[src/rtl/perm_seq_ctrl.sv]
// rtl/perm_seq_ctrl.sv - settle/capture/check/issue sequencer for a 16-nibble permutation word
// Optional macro PERM_SEQ_CHECK_EN enables the permutation check and retry/ERR path.
module perm_seq_ctrl #(
  parameter int SETTLE_CYCLES = 4,
  parameter int MAX_RETRY     = 3
) (
  input  logic        clk,
  input  logic        rst,
  input  logic        start,
  input  logic        abort,
  input  logic [63:0] seq_all,
  input  logic        out_ready,
  output logic        out_valid,
  output logic [3:0]  out_idx,
  output logic [3:0]  out_data,
  output logic        busy,
  output logic        done,
  output logic        err
);

  if (SETTLE_CYCLES < 1 || SETTLE_CYCLES > 255 || MAX_RETRY < 1) begin : g_param_check
    $error("perm_seq_ctrl: parameter out of range");
  end

  typedef enum logic [2:0] {S_IDLE, S_WAIT, S_CHECK, S_ISSUE, S_DONE, S_ERR} state_t;

  localparam logic [7:0] SETTLE_LOAD = 8'(SETTLE_CYCLES - 1);

  state_t      state_q, state_d;
  logic [7:0]  cnt_q, cnt_d;
  logic [63:0] snap_q, snap_d;
  logic        out_valid_q, out_valid_d;
  logic [3:0]  out_idx_q, out_idx_d;
  logic [3:0]  out_data_q, out_data_d;
  logic        busy_q, busy_d;
  logic        done_q, done_d;

`ifdef PERM_SEQ_CHECK_EN
  logic [7:0]  retry_q, retry_d;
  logic        err_q, err_d;
  logic [15:0] mask;

  always_comb begin
    mask = '0;
    for (int k = 0; k < 16; k++) mask[snap_q[4*k +: 4]] = 1'b1;
  end
`endif

  always_comb begin
    state_d     = state_q;
    cnt_d       = cnt_q;
    snap_d      = snap_q;
    out_valid_d = 1'b0;
    out_idx_d   = 4'd0;
    out_data_d  = 4'd0;
    busy_d      = 1'b0;
    done_d      = 1'b0;
`ifdef PERM_SEQ_CHECK_EN
    retry_d     = retry_q;
    err_d       = 1'b0;
`endif
    if (abort) begin
      state_d = S_IDLE;
      cnt_d   = 8'd0;
      snap_d  = 64'd0;
`ifdef PERM_SEQ_CHECK_EN
      retry_d = 8'd0;
`endif
    end else begin
      case (state_q)
        S_IDLE: begin
          if (start) begin
            state_d = S_WAIT;
            cnt_d   = SETTLE_LOAD;
            busy_d  = 1'b1;
`ifdef PERM_SEQ_CHECK_EN
            retry_d = 8'd0;
`endif
          end
        end
        S_WAIT: begin
          busy_d = 1'b1;
          if (cnt_q == 8'd0) begin
            snap_d  = seq_all;
            state_d = S_CHECK;
          end else begin
            cnt_d = cnt_q - 8'd1;
          end
        end
        S_CHECK: begin
          busy_d = 1'b1;
`ifdef PERM_SEQ_CHECK_EN
          if (mask == 16'hFFFF) begin
            state_d     = S_ISSUE;
            out_valid_d = 1'b1;
            out_data_d  = snap_q[3:0];
          end else begin
            retry_d = retry_q + 8'd1;
            if (retry_d == 8'(MAX_RETRY)) begin
              state_d = S_ERR;
              busy_d  = 1'b0;
              err_d   = 1'b1;
            end else begin
              state_d = S_WAIT;
              cnt_d   = SETTLE_LOAD;
            end
          end
`else
          state_d     = S_ISSUE;
          out_valid_d = 1'b1;
          out_data_d  = snap_q[3:0];
`endif
        end
        S_ISSUE: begin
          busy_d      = 1'b1;
          out_valid_d = 1'b1;
          out_idx_d   = out_idx_q;
          out_data_d  = out_data_q;
          if (out_ready) begin
            if (out_idx_q == 4'd15) begin
              state_d     = S_DONE;
              done_d      = 1'b1;
              busy_d      = 1'b0;
              out_valid_d = 1'b0;
              out_idx_d   = 4'd0;
              out_data_d  = 4'd0;
            end else begin
              out_idx_d  = out_idx_q + 4'd1;
              out_data_d = snap_q[{out_idx_d, 2'b00} +: 4];
            end
          end
        end
        S_DONE: state_d = S_IDLE;
        S_ERR: begin
`ifdef PERM_SEQ_CHECK_EN
          err_d = 1'b1;
`endif
          if (start) begin
            state_d = S_WAIT;
            cnt_d   = SETTLE_LOAD;
            busy_d  = 1'b1;
`ifdef PERM_SEQ_CHECK_EN
            err_d   = 1'b0;
            retry_d = 8'd0;
`endif
          end
        end
        default: state_d = S_IDLE;
      endcase
    end
  end

  always_ff @(posedge clk or posedge rst) begin
    if (rst) begin
      state_q     <= S_IDLE;
      cnt_q       <= 8'd0;
      snap_q      <= 64'd0;
      out_valid_q <= 1'b0;
      out_idx_q   <= 4'd0;
      out_data_q  <= 4'd0;
      busy_q      <= 1'b0;
      done_q      <= 1'b0;
`ifdef PERM_SEQ_CHECK_EN
      retry_q     <= 8'd0;
      err_q       <= 1'b0;
`endif
    end else begin
      state_q     <= state_d;
      cnt_q       <= cnt_d;
      snap_q      <= snap_d;
      out_valid_q <= out_valid_d;
      out_idx_q   <= out_idx_d;
      out_data_q  <= out_data_d;
      busy_q      <= busy_d;
      done_q      <= done_d;
`ifdef PERM_SEQ_CHECK_EN
      retry_q     <= retry_d;
      err_q       <= err_d;
`endif
    end
  end

  assign out_valid = out_valid_q;
  assign out_idx   = out_idx_q;
  assign out_data  = out_data_q;
  assign busy      = busy_q;
  assign done      = done_q;
`ifdef PERM_SEQ_CHECK_EN
  assign err       = err_q;
`else
  assign err       = 1'b0;
`endif

endmodule

[config.mk]
export PLATFORM = sky130hd
export DESIGN_NAME = perm_seq_ctrl
export DESIGN_NICKNAME = d
export VERILOG_FILES = /design/src/rtl/perm_seq_ctrl.sv
export SDC_FILE = /design/constraint.sdc
export NUM_CORES = 1
export LEC_CHECK = 0
export ABC_CLOCK_PERIOD_IN_PS = 2690
export BUFFER_PORTS_ARGS = -buffer_cell sky130_fd_sc_hd__buf_2
export CAP_MARGIN = 0
export CORE_ASPECT_RATIO = 0.9
export CORE_MARGIN = 2
export CORE_UTILIZATION = 30
export CTS_CLUSTER_SIZE = 10
export DETAILED_ROUTE_END_ITERATION = 8
export MAX_ROUTING_LAYER = met4
export PLACE_DENSITY = 0.51
export SYNTH_ARGS = -nofsm -noshare
export SYNTH_HDL_FRONTEND = slang
export SYNTH_SLANG_ARGS = --single-unit
[constraint.sdc]
create_clock -name clk -period 2.69 [get_ports clk]
set_input_delay 0.6725 -clock clk [delete_from_list [all_inputs] [get_ports clk]]
set_output_delay 0.6725 -clock clk [all_outputs]
set_load 0.03 [all_outputs]
### Word-level counts from Yosys, hierarchy flattened

Cells that the tools add are included.
W data, S select, Z words.

| storage, ports and cells | value |
|---|---|
| flip-flop bits (word level) | 86 |
| output and inout port bits | 12 |
| word-level logic and storage cells | 63 |

| cells by class | value |
|---|---|
| $add $sub $neg | 2 |
| equality and inequality tests | 10 |
| shifts and indexed selects | 1 |
| mux-type cells | 32 |
| reduce and logical (&&, ||, !) cells | 10 |

Operators with widths:

| operator | count |
|---|---|
| $mux W64 | 3 |
| $shiftx A64 B7 Y4 | 1 |
| $mux W4 | 7 |
| $mux W8 | 3 |
| $pmux W8 S2 | 1 |
| $mux W3 | 5 |
| $ne A3 B3 Y1 const B | 4 |
| $pmux W3 S4 | 1 |
| $mux W1 | 9 |
| $logic_not A8 Y1 | 1 |
| $pmux W4 S2 | 1 |
| $sub A8 B1 Y8 const B | 1 |
| $eq A3 B2 Y1 const B | 2 |
| $add A4 B1 Y4 const B | 1 |
| $eq A4 B4 Y1 const B | 1 |
| $reduce_and A4 Y1 | 1 |
| $reduce_bool A2 Y1 | 2 |
| $reduce_or A2 Y1 | 2 |
| $eq A3 B1 Y1 const B | 1 |
| $eq A3 B3 Y1 const B | 1 |
| $logic_not A3 Y1 | 1 |
| $ne A3 B1 Y1 const B | 1 |
| $pmux W1 S3 | 1 |
| $reduce_and A3 Y1 | 1 |
| other kinds (3) | 3 |

### Longest topological paths before layout

Gate-level depths: netlist of the first run.

| depth | value |
|---|---|
| depth in word-level cells | 6 |
| gate-level depth with buffers | 9 |
| mapped depth without buffers | 7 |

### Least setup slack after synthesis of the first run

OpenSTA, ideal clock, no wires.

| path | value |
|---|---|
| kind | register to register |
| start | reg out_idx_q[1] (netlist: out_idx[1]) |
| end | reg out_data_q[0] (netlist: out_data[0]) |
| arrival | 2146 ps |
| slack | 426 ps |
| stages on the path, launching flop included | 6 |
| clock period less this slack | 2264 ps |
| cell sequence | dfrtp_1 ha_1 buf_2 mux4_2 mux4_2 a21o_1 |

| between the ends | value |
|---|---|
| longest elaborated chain between the ends | 6 |
| elaborated cells between the ends (all ways) | 7 |
| those cells by class | add/sub: 1; eq/ne: 1; shift: 1; mux: 4 |

RTL lines:

| what | line | text |
|---|---|---|
| from (decl) | 33 | `logic [3:0] out_idx_q, out_idx_d;` |
| from (signal assigned) | 172 | `out_idx_q <= out_idx_d;` |
| $add A4 B1 Y4 | 128 | `out_idx_d = out_idx_q + 4'd1;` |
| $shiftx A64 B7 Y4 | 129 | `out_data_d = snap_q[{out_idx_d, 2'b00} +: 4];` |
| $mux W4 (*) | 120 | `if (out_idx_q == 4'd15) begin` |
| $mux W4 (*) | 119 | `if (out_ready) begin` |
| $pmux W4 S2 (*) | 70 | `case (state_q)` |
| $mux W4 (*) | 62 | `if (abort) begin` |
| to (signal assigned) | 173 | `out_data_q <= out_data_d;` |
| to (decl) | 34 | `logic [3:0] out_data_q, out_data_d;` |

Every way passes the cells marked *; elsewhere a longest branch is shown, timed or not. The select of a mux whose other input is x is not followed.
A chain may end at the register's enable or synchronous reset.

### Final worst setup path of the first run

| path | value |
|---|---|
| start | reg out_idx_q[1] (netlist: out_idx[1]) |
| end | reg out_data_q[3] (netlist: out_data[3]) |

The elaborated chain is that of the path after synthesis.

==> results.md, run 1 <==
- Data on the critical path is required at its endpoint by slightly below 3 ns.
- The share of flip-flops with an asynchronous set or reset is 100%.
- The worst-case IR drop observed on VDD is roughly 0.0003 V.
- The placed cell count is 574.
- The multi-input logic area is 1690 um^2.
- The critical path launch point type is a flip-flop.
- The number of nets handed over by synthesis was about 420.
- For this run, the total global-route usage over all layers was measured as between 10% and 20%.
- The sum of negative setup slack is 0 ns.
- The internal power of the cells totals 2640 uW.
- The maximum frequency from static timing analysis is 428 MHz.
- The average via count per standard cell is 5.05.
- The root buffer cell is sky130_fd_sc_hd__clkbuf_16.
- The largest buffer count on any clock path is 2.
- The total power density per cell area is 748 nW/um^2.
- The average wire length per cell after detail routing is 17.4 um.
- The average footprint of a synthesized cell is approximately 12 um^2.
- For this run, the post-layout net count is 489.
- Summed over all instances, the cell type with the most area after synthesis is sky130_fd_sc_hd__dfrtp_1.
- The delay contributed by the slowest stage of the critical path is 0.51 ns.
- The run finished with clean final reports.
- The routed design has 10.3 mm of wire.
- By startpoint and endpoint, the worst setup path is classified as reg -> reg.
- The maximum number of pins on one net before global-route repair is 87.
- The number of inserted diodes is 0.
- The footprint of the flip-flops and latches is 2150 um^2.
- The area growth from synthesis to layout is 20.2%.
- The number of DRC markers in iteration 0 is about 180.
- The die extent in x is 127 um.
- The cell area after synthesis is 4090 um^2.
- After the flow finishes, the layout carries non-filler instances totaling 590.
- Sequential cells account for between 40% and 50% of the total power.
- At the worst endpoint, the arrival time is between 2 and 3 ns.
- Net switching is 28.1% of the power.
- Synthesis inferred 86 register bits.
- The initial core utilization is 30.7%.
- The first global-routing pass estimated between 15 and 20 mm of wire.
- The tightest min-delay check is of the in -> async type.
- The detailed-placement wirelength estimate is about 7.3 mm.
- The worst setup path is captured at a flip-flop.
- The critical path goes through ha_1 -> buf_4 -> mux4_2 -> and2_1 -> a2111oi_0 -> a21oi_1.
- The die covers 14,600 um^2.
- The actual transition at the worst max-transition pin is ~0.7 ns.
- The cell with the largest stage delay on the worst path is sky130_fd_sc_hd__ha_1.
- By instance count, the leading cell after synthesis is sky130_fd_sc_hd__dfrtp_1.
- The overall power consumption is 3670 uW.
- The synthesized design devotes to its leading area cell type a little over half of total area.
- The post-layout instance area is slightly below 5000 um^2.
- During placement, the flow inserted port buffers numbering 79.
- The number of core rows is 40.
- For this design the static power due to leakage is approximately 0.0023 uW.
- Setup violations remaining at the end of the flow were counted as 0.
- The via count of the first global-routing pass came to 2,956.
- The clock transition at the registers of the reported paths is approximately 0.06 ns.
- The number of detailed-route iterations in the first pass is 4.
- The worst path uses 86.9% of the clock period.
- The main flop type after synthesis is sky130_fd_sc_hd__dfrtp_1.
- In this run the remaining antenna-violating nets after routing total 0.
- The number of top-level pins is 81.
- The core region is 13,300 um^2.
- In the routed design, unresolved DRC markers number 0.
- The cell family with the largest share of critical-path delay is adder cells.
- The max-slew violation total from the final report is 0.
- The count of H-tree levels built during CTS is 3.
- The clock period could shrink to 2.34 ns.
- The TritonCTS buffer count is 9.
- The combinational share of power is 19.6%.
- The number of antenna violations at the first check in global routing came to 0.
- Of all nets on the critical path, the largest fanout is 12.
- In the post-synthesis netlist, the biggest area contributors are sky130_fd_sc_hd__dfrtp_1 53%, sky130_fd_sc_hd__a22o_1 14%, sky130_fd_sc_hd__mux4_2 6.1%.
- Routability-driven placement finished with a final weighted congestion of 0.860.
- The clock latency on the worst-skew pair is 0.34 ns.
- Post-CTS repair changed the size of 0 cells.
- The gate count after technology mapping is 344.
- Of the synthesized area, sequential elements account for 52.6%.
- The worst register-to-register path has a depth of 6.
- The total number of clock tree sinks is 86.
- The placement-stage cell area is 4590 um^2.
- The worst pin sits at a relative slew slack of 54.3%.
- The buffering stage count on the worst path with inverters included is 1.
- The number of enable flip-flop cells after synthesis is 0.
- The routed layout has 2,979 vias.
- The count of cell types in the netlist is 47.
- For the final database, setup skew stands at 0.00920 ns.
- The post-route netlist has 29.6% of its cells at a drive strength greater than 1.
- The total overflow left after global routing is 0.
- The number of hold violations in the final report was 0.
- The clock share of power is between 30% and 40%.
- The post-CTS setup buffer count is 0.
- The commonest cells after synthesis are 86 x sky130_fd_sc_hd__dfrtp_1, 64 x sky130_fd_sc_hd__a22o_1, 34 x sky130_fd_sc_hd__nand2_1.
- The die extent in y is 115 um.
- TritonCTS built the clock tree.
- Across the run, the number of max-cap violations was 0.
- Fill cells in the final layout number roughly 1,300.
- The switching power of the nets is ~1000 uW.
- The number of warning messages in the yosys log is 0.
- Setup repair after global routing left no endpoint under its margin.
- The number of hold-repair buffers added at the cts stage is 0.
- The number of gates on the worst path with buffers counted is 6.
[cell usage in the layout, fill, tap and decap left out, types with 3 or more instances in the layout]
master,count
sky130_fd_sc_hd__a21oi_1,10
sky130_fd_sc_hd__nand3_1,9
sky130_fd_sc_hd__inv_1,8
sky130_fd_sc_hd__buf_4,8
sky130_fd_sc_hd__mux2i_1,3
sky130_fd_sc_hd__clkbuf_16,9
sky130_fd_sc_hd__a22o_1,64
sky130_fd_sc_hd__nand2_1,34
sky130_fd_sc_hd__xor2_1,5
sky130_fd_sc_hd__a31oi_1,4
sky130_fd_sc_hd__mux4_2,11
sky130_fd_sc_hd__buf_2,79
sky130_fd_sc_hd__nand4_1,9
sky130_fd_sc_hd__ha_1,3
sky130_fd_sc_hd__nor2_1,25
sky130_fd_sc_hd__xnor2_1,5
sky130_fd_sc_hd__dfrtp_1,86
sky130_fd_sc_hd__nand2b_1,4
[sequential cells by signal (all words and copies together) (netlist names)]
signal and flops:
snap_q 64, cnt_q 8, out_data 4, out_idx 4, state_q 3, busy 1
done 1, out_valid 1
[cell families (layout without fill, tap and decap cells)]
group / Yosys count / in the layout / share of synthesized area, %
compound gates: 95 / 95 / 18.9
xor+xnor: 10 / 10 / 2.14
fa+ha+maj: 3 / 3 / 0.918
buf+inv: 36 / 114 / 6.24
flops: 86 / 86 / 52.6
mux: 15 / 15 / 7.07
other cells: 1 / 1 / 0.0917
simple gates: 98 / 98 / 12.0
[through the flow]
step	worst slack (ns)	util, %	hold slack (ns)
after detailed placement	0.374	34.5	0.488
after global placement	0.435	34.5	0.485
final	0.352	36.9	0.460
after CTS	0.359	36.9	0.479
after floorplan	0.426	-	0.467
after global routing	0.163	36.9	0.485
[final timing paths]
kind                            slack (ns)     endpoint        from
worst max register to register        0.35  out_data[3]  out_idx[1]
max in group asynchronous             1.89   snap_q[19]         rst
worst max-delay path                  0.35  out_data[3]  out_idx[1]
worst min-delay path                  0.46   snap_q[42]         rst
worst min register to register        0.50   snap_q[52]  snap_q[52]
min in group clk                      0.50   snap_q[52]  snap_q[52]
[cell type report]
class	instances	area share, %
sequential	86	43.8
multi-input combinational	222	34.5
timing repair buffer	89	10.1
clock buffer	11	4.94
inverter	9	0.764
tap	168	4.28
clock inverter	5	1.68
[power groups by stage]
stage               Clock [uW]  Sequential [uW]  Combinational [uW]
detailed placement           0             1620                 730
global placement             0             1630                 720
floorplan                    0             1580                 593
finish                    1350             1600                 721
global route              1450             1630                 794
CTS                       1390             1600                 734
[tightest hold or removal path: cells and delay by family]
family	cells	cell delay, ns
buf+inv	3	0.55
[layer usage]
metal	routed length (um)	up-vias	global-route usage [%]
li1	-	1419	-
met1	5050	1467	21.6
met2	4480	87	21.2
met3	618	6	5.21
met4	113	0	3.74
met5	0	-	-
No activity file was read; power rests on OpenSTA's default activity.
==> inputs of run 2 (changes only) <==
--- a/config.mk
+++ b/config.mk
@@ -8,8 +8,7 @@
 export ABC_CLOCK_PERIOD_IN_PS = 2690
 export BUFFER_PORTS_ARGS = -buffer_cell sky130_fd_sc_hd__buf_2
 export CAP_MARGIN = 0
-export CORE_ASPECT_RATIO = 0.9
-export CORE_MARGIN = 2
+export CORE_ASPECT_RATIO = 1.2
 export CORE_UTILIZATION = 30
 export CTS_CLUSTER_SIZE = 10
 export DETAILED_ROUTE_END_ITERATION = 8
==> run 2 against run 1 <==
Total power fell by 1.3%. Wire length rose by 3.1%. Global-route usage rose by 1.4 points. First-iteration DRC count fell by 14%. Cell area did not move. Utilization rose by 0.21 points. Largest cell class unchanged.
==> results.md, run 2 (synthesis gave the netlist of run 1 again) <==
- Data on the critical path arrives at its endpoint at 2.58 ns.
- The number of core rows is 46.
- The max-cap violation count is 0.
- Entering global routing, the biggest net connects 87 pins.
- In the final routed layout, each cell accounts on average for about 18 um.
- The net count of the finished layout is 491.
- Walking the worst path, the cells encountered are or4_4 -> nor4_4 -> nand2_1 -> nor2_4 -> buf_4 -> a22o_1.
- For this run, design rule violations remaining after detail routing come to 0.
- The sum of negative setup slack is 0 ns.
- The die extent in y is 130 um.
- The clock transition at the registers of the reported paths is 0.06 ns.
- The largest registers in the layout are snap_q (64), cnt_q (8).
- The floorplan step set the die width to 109 um.
- In the final layout, the multi-input gates occupy 1690 um^2.
- The number of gates on the worst path with buffers counted is 6.
- The critical path is of the reg -> reg type.
- The endpoint class of the critical path is a flip-flop.
- The cell family contributing the most delay on the critical path is simple AND/OR/NAND/NOR gates.
- Post-CTS timing repair inserted 0 buffers for setup.
- The congestion estimate from routability-driven global placement came to 0.913.
- The clock latency on the worst-skew pair is roughly 0.34 ns.
- For this design the static power due to leakage is 0.00230 uW.
- The number of gates resized after cts is 0.
- The number of hold violations in the final report was 0.
- The buffering stage count on the worst path with inverters included is 1.
- The core area is 13,200 um^2.
- Subtracting the final worst setup slack from the clock period gives 2.31 ns.
- The number of antenna violations at the first check in global routing was 0.
- The average via count per standard cell is 5.13.
- The actual transition at the worst max-transition pin is 0.912 ns.
- The layout cell share with drive strength beyond 1 is 30.0%.
- The max-slew violation total from the final report came to 0.
- The most common cell after layout, fill and taps aside is sky130_fd_sc_hd__dfrtp_1.
- In this run the power density over the cells is 738 nW/um^2.
- The via count of the first global-routing pass is ~3,200.
- The floorplan step defined a die boundary enclosing ~14,000 um^2.
- Compared with the post-synthesis result, the final layout area differs by 20.2%.
- Once detail routing completed, the nets flagged for antenna violations numbered 0.
- TritonCTS built the clock tree.
- The depth of the worst register-to-register path is 6.
- For this run the aggregate overflow at the end of global routing stands at 0.
- The run finished with clean final reports.
- For the worst setup path, the data required time is 2.97 ns.
- The pre-antenna-repair detailed-routing pass consisted of 4 iterations.
- The number of placed instances, taps included, is 576.
- The class of the worst hold path is in -> async.
- Leaving out fill and tap cells, the most frequent cells in the layout are 86 x sky130_fd_sc_hd__dfrtp_1, 79 x sky130_fd_sc_hd__buf_2, 64 x sky130_fd_sc_hd__a22o_1.
- The number of inserted diodes is 0.
- The critical path launch point type is a flip-flop.
- The most flop-heavy register is snap_q.
- The detailed-placement wirelength estimate is 7.69 mm.
- The largest voltage drop on the vdd net is about 0.00031 V.
- The initial utilization of the core area, before any placement, comes to 30.9%.
- Clock tree synthesis selected as its root buffer the cell sky130_fd_sc_hd__clkbuf_16.
- The clock arrives with 0.00596 ns of skew.
- The non-filler instance count after layout is between 500 and 600.
- The routed wire length is 10.6 mm.
- The largest fanout on the critical path is 15.
- The worst slack on hold paths is around 0.46 ns.
- The register with the most flip-flops in the layout has 64 of them.
- In this run the deepest clock path goes through 2 buffers.
- The maximum frequency from static timing analysis is 433 MHz.
- The TritonCTS buffer count is 9.
- The first global-routing pass estimated 17.1 mm of wire.
- The number of DRC markers in iteration 0 is 158.
- On the critical path, the stage with the largest delay is an instance of sky130_fd_sc_hd__or4_4.
- After layout, the worst path uses 85.8% of the clock period.
- On the worst path, the slowest cell contributes a delay of approximately 0.60 ns.
- Setup repair after global routing left no endpoint under its margin.
- The number of port buffers is 79.
- The total number of clock tree sinks is 86.
- CTS built an H-tree with a depth of 3.
- The number of filler instances in the final layout is 1,316.
- Summing over every cut layer, the via total after detailed routing is 3,034.
- Across the whole layout, storage elements account for around 2200 um^2.
- The worst slew margin relative to its limit is 39.1%.
- After clock tree synthesis, the flow added hold-fix buffers numbering 0.
- Setup violations remaining at the end of the flow were counted as 0.
- Global routing consumed, over all layers together, between 10% and 20% of the routing resources.
- The number of top-level pins is between 80 and 90.
[run 2: final timing paths]
check,slack [ns],end,from
min in group clk,0.50,snap_q[61],snap_q[61]
max,0.38,snap_q[22],cnt_q[2]
max in group asynchronous,1.88,snap_q[23],rst
min,0.46,snap_q[35],rst
min reg2reg,0.50,snap_q[61],snap_q[61]
max reg2reg,0.38,snap_q[22],cnt_q[2]
[run 2: final cells by class]
class	count	share of cell area, %
clock buffer	12	5.22
clock inverter	4	1.09
inverter	9	0.764
multi-input combinational	222	34.5
sequential	86	43.8
tap	168	4.28
timing repair buffer	91	10.4
[run 2: through the flow]
stage               area (um^2)  worst slack, ns  total power [uW]  util, %
floorplan                  4090            0.426              2170        -
global placement           4600            0.471              2350     34.8
detailed placement         4600            0.421              2360     34.8
CTS                        4910            0.392              3670     37.1
global route               4910            0.234              3800     37.1
finish                     4910            0.383              3630     37.1
[run 2: worst register-to-register path, cell delays in order (launching register included)]
cell	delay [ns]
sky130_fd_sc_hd__dfrtp_1	0.42
sky130_fd_sc_hd__or4_4	0.60
sky130_fd_sc_hd__nor4_4	0.24
sky130_fd_sc_hd__nand2_1	0.14
sky130_fd_sc_hd__nor2_4	0.38
sky130_fd_sc_hd__buf_4	0.30
sky130_fd_sc_hd__a22o_1	0.16
[run 2: per-layer routing]
metal  vias to the layer above  track usage [%]  part of all wire (%)
met5                         -                -                     0
met4                         0             7.39                   1.9
met3                        14             2.70                   4.4
met1                      1507             20.6                    43
met2                        87             27.1                    50
li1                       1426                -                     -
[run 2: where the power goes]
| group | internal, uW | switching, uW | total, uW |
|---|---|---|---|
| Clock | 774 | 517 | 1290 |
| Sequential | 1470 | 137 | 1610 |
| Combinational | 335 | 393 | 729 |
